==> src/rtl/i2c_slave_regs.sv <==
// I2C target front end: oversamples SCL/SDA in the clk domain, detects
// START/STOP, matches a 7-bit device address and turns burst writes/reads
// into single-cycle register-bus strobes with an auto-incrementing pointer.
module i2c_slave_regs #(
  parameter logic [6:0] DEV_ADDR    = 7'h42,
  parameter int         SYNC_STAGES = 2
) (
  input  logic       clk,
  input  logic       reset,
  input  logic       scl_in,
  input  logic       sda_in,
  output logic       sda_oe,
  output logic [7:0] reg_addr,
  output logic [7:0] reg_wdata,
  output logic       reg_we,
  output logic       reg_re,
  input  logic [7:0] reg_rdata,
  output logic       busy
);

  typedef enum logic [3:0] {
    S_IDLE,
    S_DEV_ADDR,
    S_DEV_ACK,
    S_REG_ADDR,
    S_REG_ACK,
    S_WR_DATA,
    S_WR_ACK,
    S_RD_DATA,
    S_RD_ACK,
    S_IGNORE
  } state_t;

  // Synchronizers and edge-detect delay flops. They reset to 1 (idle bus)
  // so that leaving reset never looks like a START.
  logic [SYNC_STAGES-1:0] scl_sync_reg;
  logic [SYNC_STAGES-1:0] sda_sync_reg;
  logic                   scl_d_reg;
  logic                   sda_d_reg;

  logic scl, sda;
  logic scl_rise, scl_fall, start_cond, stop_cond;

  // Synchronize the raw pins and keep one delayed copy for edge detection
  always_ff @(posedge clk) begin
    if (reset) begin
      scl_sync_reg <= '1;
      sda_sync_reg <= '1;
      scl_d_reg    <= 1'b1;
      sda_d_reg    <= 1'b1;
    end else begin
      scl_sync_reg <= {scl_sync_reg[SYNC_STAGES-2:0], scl_in};
      sda_sync_reg <= {sda_sync_reg[SYNC_STAGES-2:0], sda_in};
      scl_d_reg    <= scl_sync_reg[SYNC_STAGES-1];
      sda_d_reg    <= sda_sync_reg[SYNC_STAGES-1];
    end
  end

  assign scl        = scl_sync_reg[SYNC_STAGES-1];
  assign sda        = sda_sync_reg[SYNC_STAGES-1];
  assign scl_rise   = scl & ~scl_d_reg;
  assign scl_fall   = ~scl & scl_d_reg;
  assign start_cond = scl & sda_d_reg & ~sda;
  assign stop_cond  = scl & ~sda_d_reg & sda;

  state_t      state_reg, state_next;
  logic [3:0]  bit_cnt_reg, bit_cnt_next;
  logic [7:0]  shift_reg, shift_next;
  logic        sda_oe_reg, sda_oe_next;
  logic [7:0]  reg_addr_reg, reg_addr_next;
  logic [7:0]  reg_wdata_reg, reg_wdata_next;
  logic        reg_we_reg, reg_we_next;
  logic        reg_re_reg, reg_re_next;
  logic        busy_reg, busy_next;
  // High in the cycle where reg_rdata answers the previous reg_re.
  logic        rd_capture_reg;

  logic       last_rise;
  logic       byte_done_fall;
  logic [7:0] byte_in;

  assign last_rise      = scl_rise && (bit_cnt_reg == 4'd7);
  assign byte_done_fall = scl_fall && (bit_cnt_reg == 4'd8);
  assign byte_in        = {shift_reg[6:0], sda};

  // State, counters and all registered outputs
  always_ff @(posedge clk) begin
    if (reset) begin
      state_reg      <= S_IDLE;
      bit_cnt_reg    <= '0;
      shift_reg      <= '0;
      sda_oe_reg     <= 1'b0;
      reg_addr_reg   <= '0;
      reg_wdata_reg  <= '0;
      reg_we_reg     <= 1'b0;
      reg_re_reg     <= 1'b0;
      busy_reg       <= 1'b0;
      rd_capture_reg <= 1'b0;
    end else begin
      state_reg      <= state_next;
      bit_cnt_reg    <= bit_cnt_next;
      shift_reg      <= shift_next;
      sda_oe_reg     <= sda_oe_next;
      reg_addr_reg   <= reg_addr_next;
      reg_wdata_reg  <= reg_wdata_next;
      reg_we_reg     <= reg_we_next;
      reg_re_reg     <= reg_re_next;
      busy_reg       <= busy_next;
      rd_capture_reg <= reg_re_reg;
    end
  end

  // Next state, bit counter and shifter; START beats everything, then STOP
  always_comb begin
    state_next   = state_reg;
    bit_cnt_next = bit_cnt_reg;
    shift_next   = shift_reg;
    if (start_cond) begin
      state_next   = S_DEV_ADDR;
      bit_cnt_next = '0;
    end else if (stop_cond) begin
      state_next = S_IDLE;
    end else begin
      case (state_reg)
        S_DEV_ADDR, S_REG_ADDR, S_WR_DATA: begin
          if (scl_rise && (bit_cnt_reg != 4'd8)) begin
            shift_next   = byte_in;
            bit_cnt_next = bit_cnt_reg + 4'd1;
          end else if (byte_done_fall) begin
            if (state_reg == S_DEV_ADDR)
              state_next = (shift_reg[7:1] == DEV_ADDR) ? S_DEV_ACK : S_IGNORE;
            else if (state_reg == S_REG_ADDR)
              state_next = S_REG_ACK;
            else
              state_next = S_WR_ACK;
          end
        end
        S_DEV_ACK: begin
          if (scl_fall) begin
            state_next   = shift_reg[0] ? S_RD_DATA : S_REG_ADDR;
            bit_cnt_next = '0;
          end
        end
        S_REG_ACK, S_WR_ACK: begin
          if (scl_fall) begin
            state_next   = S_WR_DATA;
            bit_cnt_next = '0;
          end
        end
        S_RD_DATA: begin
          if (rd_capture_reg) begin
            shift_next   = reg_rdata;
            bit_cnt_next = '0;
          end else if (scl_fall) begin
            if (bit_cnt_reg == 4'd7) begin
              state_next = S_RD_ACK;
            end else begin
              shift_next   = {shift_reg[6:0], 1'b0};
              bit_cnt_next = bit_cnt_reg + 4'd1;
            end
          end
        end
        S_RD_ACK: begin
          if (scl_rise && sda)
            state_next = S_IGNORE;
          else if (scl_fall)
            state_next = S_RD_DATA;
        end
        default: ;
      endcase
    end
  end

  // Output values: SDA drive, register pointer, write data and strobes
  always_comb begin
    sda_oe_next    = sda_oe_reg;
    reg_addr_next  = reg_addr_reg;
    reg_wdata_next = reg_wdata_reg;
    reg_we_next    = 1'b0;
    reg_re_next    = 1'b0;
    busy_next      = busy_reg;
    // The pointer steps the cycle after each write strobe, even if a
    // START/STOP lands in that same cycle.
    if (reg_we_reg)
      reg_addr_next = reg_addr_reg + 8'd1;
    if (start_cond) begin
      busy_next   = 1'b1;
      sda_oe_next = 1'b0;
    end else if (stop_cond) begin
      busy_next   = 1'b0;
      sda_oe_next = 1'b0;
    end else begin
      case (state_reg)
        S_DEV_ADDR: begin
          if (byte_done_fall && (shift_reg[7:1] == DEV_ADDR))
            sda_oe_next = 1'b1;
        end
        S_REG_ADDR: begin
          if (last_rise)
            reg_addr_next = byte_in;
          if (byte_done_fall)
            sda_oe_next = 1'b1;
        end
        S_WR_DATA: begin
          if (last_rise) begin
            reg_wdata_next = byte_in;
            reg_we_next    = 1'b1;
          end
          if (byte_done_fall)
            sda_oe_next = 1'b1;
        end
        S_DEV_ACK: begin
          if (scl_fall) begin
            sda_oe_next = 1'b0;
            reg_re_next = shift_reg[0];
          end
        end
        S_REG_ACK, S_WR_ACK: begin
          if (scl_fall)
            sda_oe_next = 1'b0;
        end
        S_RD_DATA: begin
          // First bit goes out as soon as the read data arrives; later
          // bits follow each SCL fall.
          if (rd_capture_reg) begin
            sda_oe_next = ~reg_rdata[7];
          end else if (scl_fall) begin
            if (bit_cnt_reg == 4'd7) begin
              sda_oe_next   = 1'b0;
              reg_addr_next = reg_addr_reg + 8'd1;
            end else begin
              sda_oe_next = ~shift_reg[6];
            end
          end
        end
        S_RD_ACK: begin
          // Still here at the fall means the master ACKed: fetch the next byte.
          if (scl_fall)
            reg_re_next = 1'b1;
        end
        default: sda_oe_next = 1'b0;
      endcase
    end
  end

  assign sda_oe    = sda_oe_reg;
  assign reg_addr  = reg_addr_reg;
  assign reg_wdata = reg_wdata_reg;
  assign reg_we    = reg_we_reg;
  assign reg_re    = reg_re_reg;
  assign busy      = busy_reg;

endmodule

==> config.mk <==
export PLATFORM = sky130hd
export DESIGN_NAME = i2c_slave_regs
export DESIGN_NICKNAME = d
export VERILOG_FILES = /design/src/rtl/i2c_slave_regs.sv
export SDC_FILE = /design/constraint.sdc
export NUM_CORES = 1
export LEC_CHECK = 0
export ABC_AREA = 1
export CAP_MARGIN = 20
export CORE_UTILIZATION = 25
export CTS_BUF_LIST = sky130_fd_sc_hd__clkbuf_2
export CTS_CLUSTER_DIAMETER = 200
export CTS_CLUSTER_SIZE = 24
export DETAILED_ROUTE_END_ITERATION = 12
export DONT_BUFFER_PORTS = 1
export PLACE_DENSITY = 0.38
export SLEW_MARGIN = 10
export SYNTH_ARGS = -nofsm -noshare
export SYNTH_HDL_FRONTEND = slang
export SYNTH_SLANG_ARGS = --single-unit
==> constraint.sdc <==
create_clock -name clk -period 2.9 [get_ports clk]
set_clock_uncertainty 0.05 [all_clocks]
set_input_delay 0.58 -clock clk [delete_from_list [all_inputs] [get_ports clk]]
set_output_delay 0.58 -clock clk [all_outputs]
set_load 0.1 [all_outputs]
==> impl_metrics.env <==
export IMPL_clk_pin_slew_ns=0.28
export IMPL_final_max_slew_viol_count=0
export IMPL_final_cell_area_um2=2800
export IMPL_rrSetupSlack_ns=1.00
export IMPL_crit_required_ns=2.27
export IMPL_area_delta_synth_final_pct=11.2
export IMPL_power_density_nw_per_um2=648
export IMPL_ys_ff_latch=43
export IMPL_dr_pass1_iters=4
export IMPL_status="finished clean"
export IMPL_grt_pass1_wl_mm=11.5
export IMPL_synthCells=394
export IMPL_multi_input_area_um2=1430
export IMPL_drtAntennaViolNets=0
export IMPL_grt_max_degree=20
export IMPL_drc=0
export IMPL_io_buffers=0
export IMPL_crit_path_start="reg_wdata[2]"
export IMPL_holdCritStartpoint="reset"
export IMPL_cts_repair_resized=0
export IMPL_die_area_um2=10500
export IMPL_io_pins=32
export IMPL_power_mw=1.81
export IMPL_hold_buffers=0
export IMPL_place_congestion=0.825
export IMPL_rows=36
export IMPL_postLayoutSetupSlackWorst_ns=0.794
export IMPL_drt_iter0_drc=101
export IMPL_synthTopCellsByArea="dfxtp_1 (34%), nand2_1 (16%), nand3_1 (7.3%)"
export IMPL_netlist_top_cell_by_area="dfxtp_1"
export IMPL_synth_top_cell_area_share=0.341
export IMPL_syn_mean_instance_area_um2=6.40
export IMPL_path_depth=0
export IMPL_grtUsageTotal=0.145
export IMPL_cts_root_buf="clkbuf_2"
export IMPL_fmax_mhz=475
export IMPL_start_kind="flop"
export IMPL_placed_area_um2=2730
export IMPL_hold_class="input port to flop"
export IMPL_die_width_um=102
export IMPL_totalNegativeSetupSlack_ns=0
export IMPL_antenna_found_initial=0
export IMPL_finalHoldViolCount=0
export IMPL_maxSlewHeadroom=0.356
export IMPL_reg2reg_to="reg_addr[5]"
export IMPL_syn_num_nets=409
export IMPL_path_max_fanout=2
export IMPL_p_leak_nw=1.34
export IMPL_yosys_cell_types_count=34
export IMPL_rsz0062_at_grt="false"
export IMPL_drive_above_1_share=0.131
export IMPL_start_util=0.258
export IMPL_post_cts_buffers=0
export IMPL_instances_no_fill=538
export IMPL_ys_seq_area_frac=0.341
export IMPL_final_common_cell="nand2_1"
export IMPL_fillers=1108
export IMPL_synth_area_um2=2520
export IMPL_cts_tree="built"
export IMPL_grt_pass1_vias=2217
export IMPL_vdd_drop_max_uv=250
export IMPL_numCtsBuffers=5
export IMPL_clock_latency_ns=0.45
export IMPL_rr_worst_depth=10
export IMPL_mostFrequentLayoutCells="nand2_1 (107), dfxtp_1 (43), inv_1 (38)"
export IMPL_arrival_ns=1.48
export IMPL_maxCapViolations=0
export IMPL_placed_cells=530
export IMPL_core_area_um2=9770
export IMPL_fp_dieH_um=102
export IMPL_grt_ovfl_total=0
export IMPL_crit_end="reg_wdata[2]"
export IMPL_fin_crit_sh=0.726
export IMPL_setup_viol=0
export IMPL_clock_sinks=43
export IMPL_cts_max_path_buffers=2
export IMPL_dp_hpwl_mm=5.51
export IMPL_end_kind="output port"
export IMPL_post_route_util=0.287
export IMPL_wl_mm=7.17
export IMPL_vias=2470
export IMPL_ys_warn_count=0
export IMPL_worstMarginPinSlew_ns=0.965
export IMPL_holdWs_ns=0.109
export IMPL_fin_crit_ns=2.11
export IMPL_ff_latch_area_um2=861
export IMPL_crit_type="flop to output port"
export IMPL_pre_cts_ws_ns=1.01
export IMPL_diodes=0
export IMPL_avgViaCountPerCell=4.59
export IMPL_htree_levels=2
export IMPL_regToRegStartpoint="reg_addr[0]"
export IMPL_nets=419
export IMPL_wl_per_cell_um=13.3
[cells in the mapped netlist]
master / number
nand2_1: 107
dfxtp_1: 43
inv_1: 38
nand3_1: 37
nor2_1: 36
o21ai_0: 34
a21oi_1: 18
o21ai_1: 14
inv_2: 10
xor2_1: 7
nand2_2: 6
or2_2: 5
clkbuf_1: 4
o211ai_1: 4
a21oi_2: 3
buf_2: 3
ha_1: 3
nor2_2: 3
nor2_4: 2
nor3_1: 2
xnor2_1: 2
a211oi_1: 1
buf_6: 1
clkbuf_2: 1
clkinv_1: 1
mux2i_1: 1
nand2_4: 1
nand3_2: 1
nand4_1: 1
nor3_2: 1
o21a_1: 1
o21ai_2: 1
o21bai_1: 1
or2_1: 1
[cell type report]
| class | count | share of cell area |
|---|---|---|
| Clock buffer | 5 | 0.00893 |
| Multi-Input combinational cell | 293 | 0.510 |
| Sequential cell | 43 | 0.307 |
| Clock inverter | 3 | 0.0165 |
| Tap cell | 133 | 0.0594 |
| Timing Repair Buffer | 12 | 0.0321 |
| Inverter | 49 | 0.0656 |
[routing by layer]
layer,track usage,wire [um],up-vias
met5,0,0,-
met4,0.0385,96,0
met3,0.0315,346,9
met2,0.230,3170,60
met1,0.198,3560,1109
li1,-,-,1292
[kinds of logic (layout without fill, tap and decap cells)]
kind of cell	Yosys count	in the layout	share of synthesized area
adders and majority gates	3	3	0.0149
DFF	43	43	0.341
xor gates and xnor gates	9	9	0.0313
buffers and inverters	58	69	0.0913
muxes	1	1	0.00397
and+or+nand+nor	203	203	0.351
AOI/OAI and AO/OA	77	77	0.166
[worst min path at each step]
stage                            to  cells after the start
floorplan           scl_sync_reg[1]                      1
global placement    sda_sync_reg[1]                      1
detailed placement  scl_sync_reg[1]                      1
CTS                          reg_we                      1
global route                 reg_we                      1
finish                       reg_we                      1
[where the power goes]
| group | total (mW) | internal, mW | leakage [nW] | switching [mW] |
|---|---|---|---|---|
| logic | 0.668 | 0.212 | 0.950 | 0.456 |
| registers | 0.758 | 0.667 | 0.349 | 0.0903 |
| clock network | 0.389 | 0.148 | 0.0396 | 0.241 |
[worst reg2reg max path: stages (launching register included)]
cell and delay, ns:
dfxtp_1 0.41, buf_4 0.33, nand3_1 0.18, nor2_1 0.23, xor2_1 0.27, nand2_1 0.11, nand3_1 0.08, nand2_1 0.05
nand2_1 0.06, nand2_1 0.05, nand2_1 0.05
No activity file was read; power rests on OpenSTA's default activity.
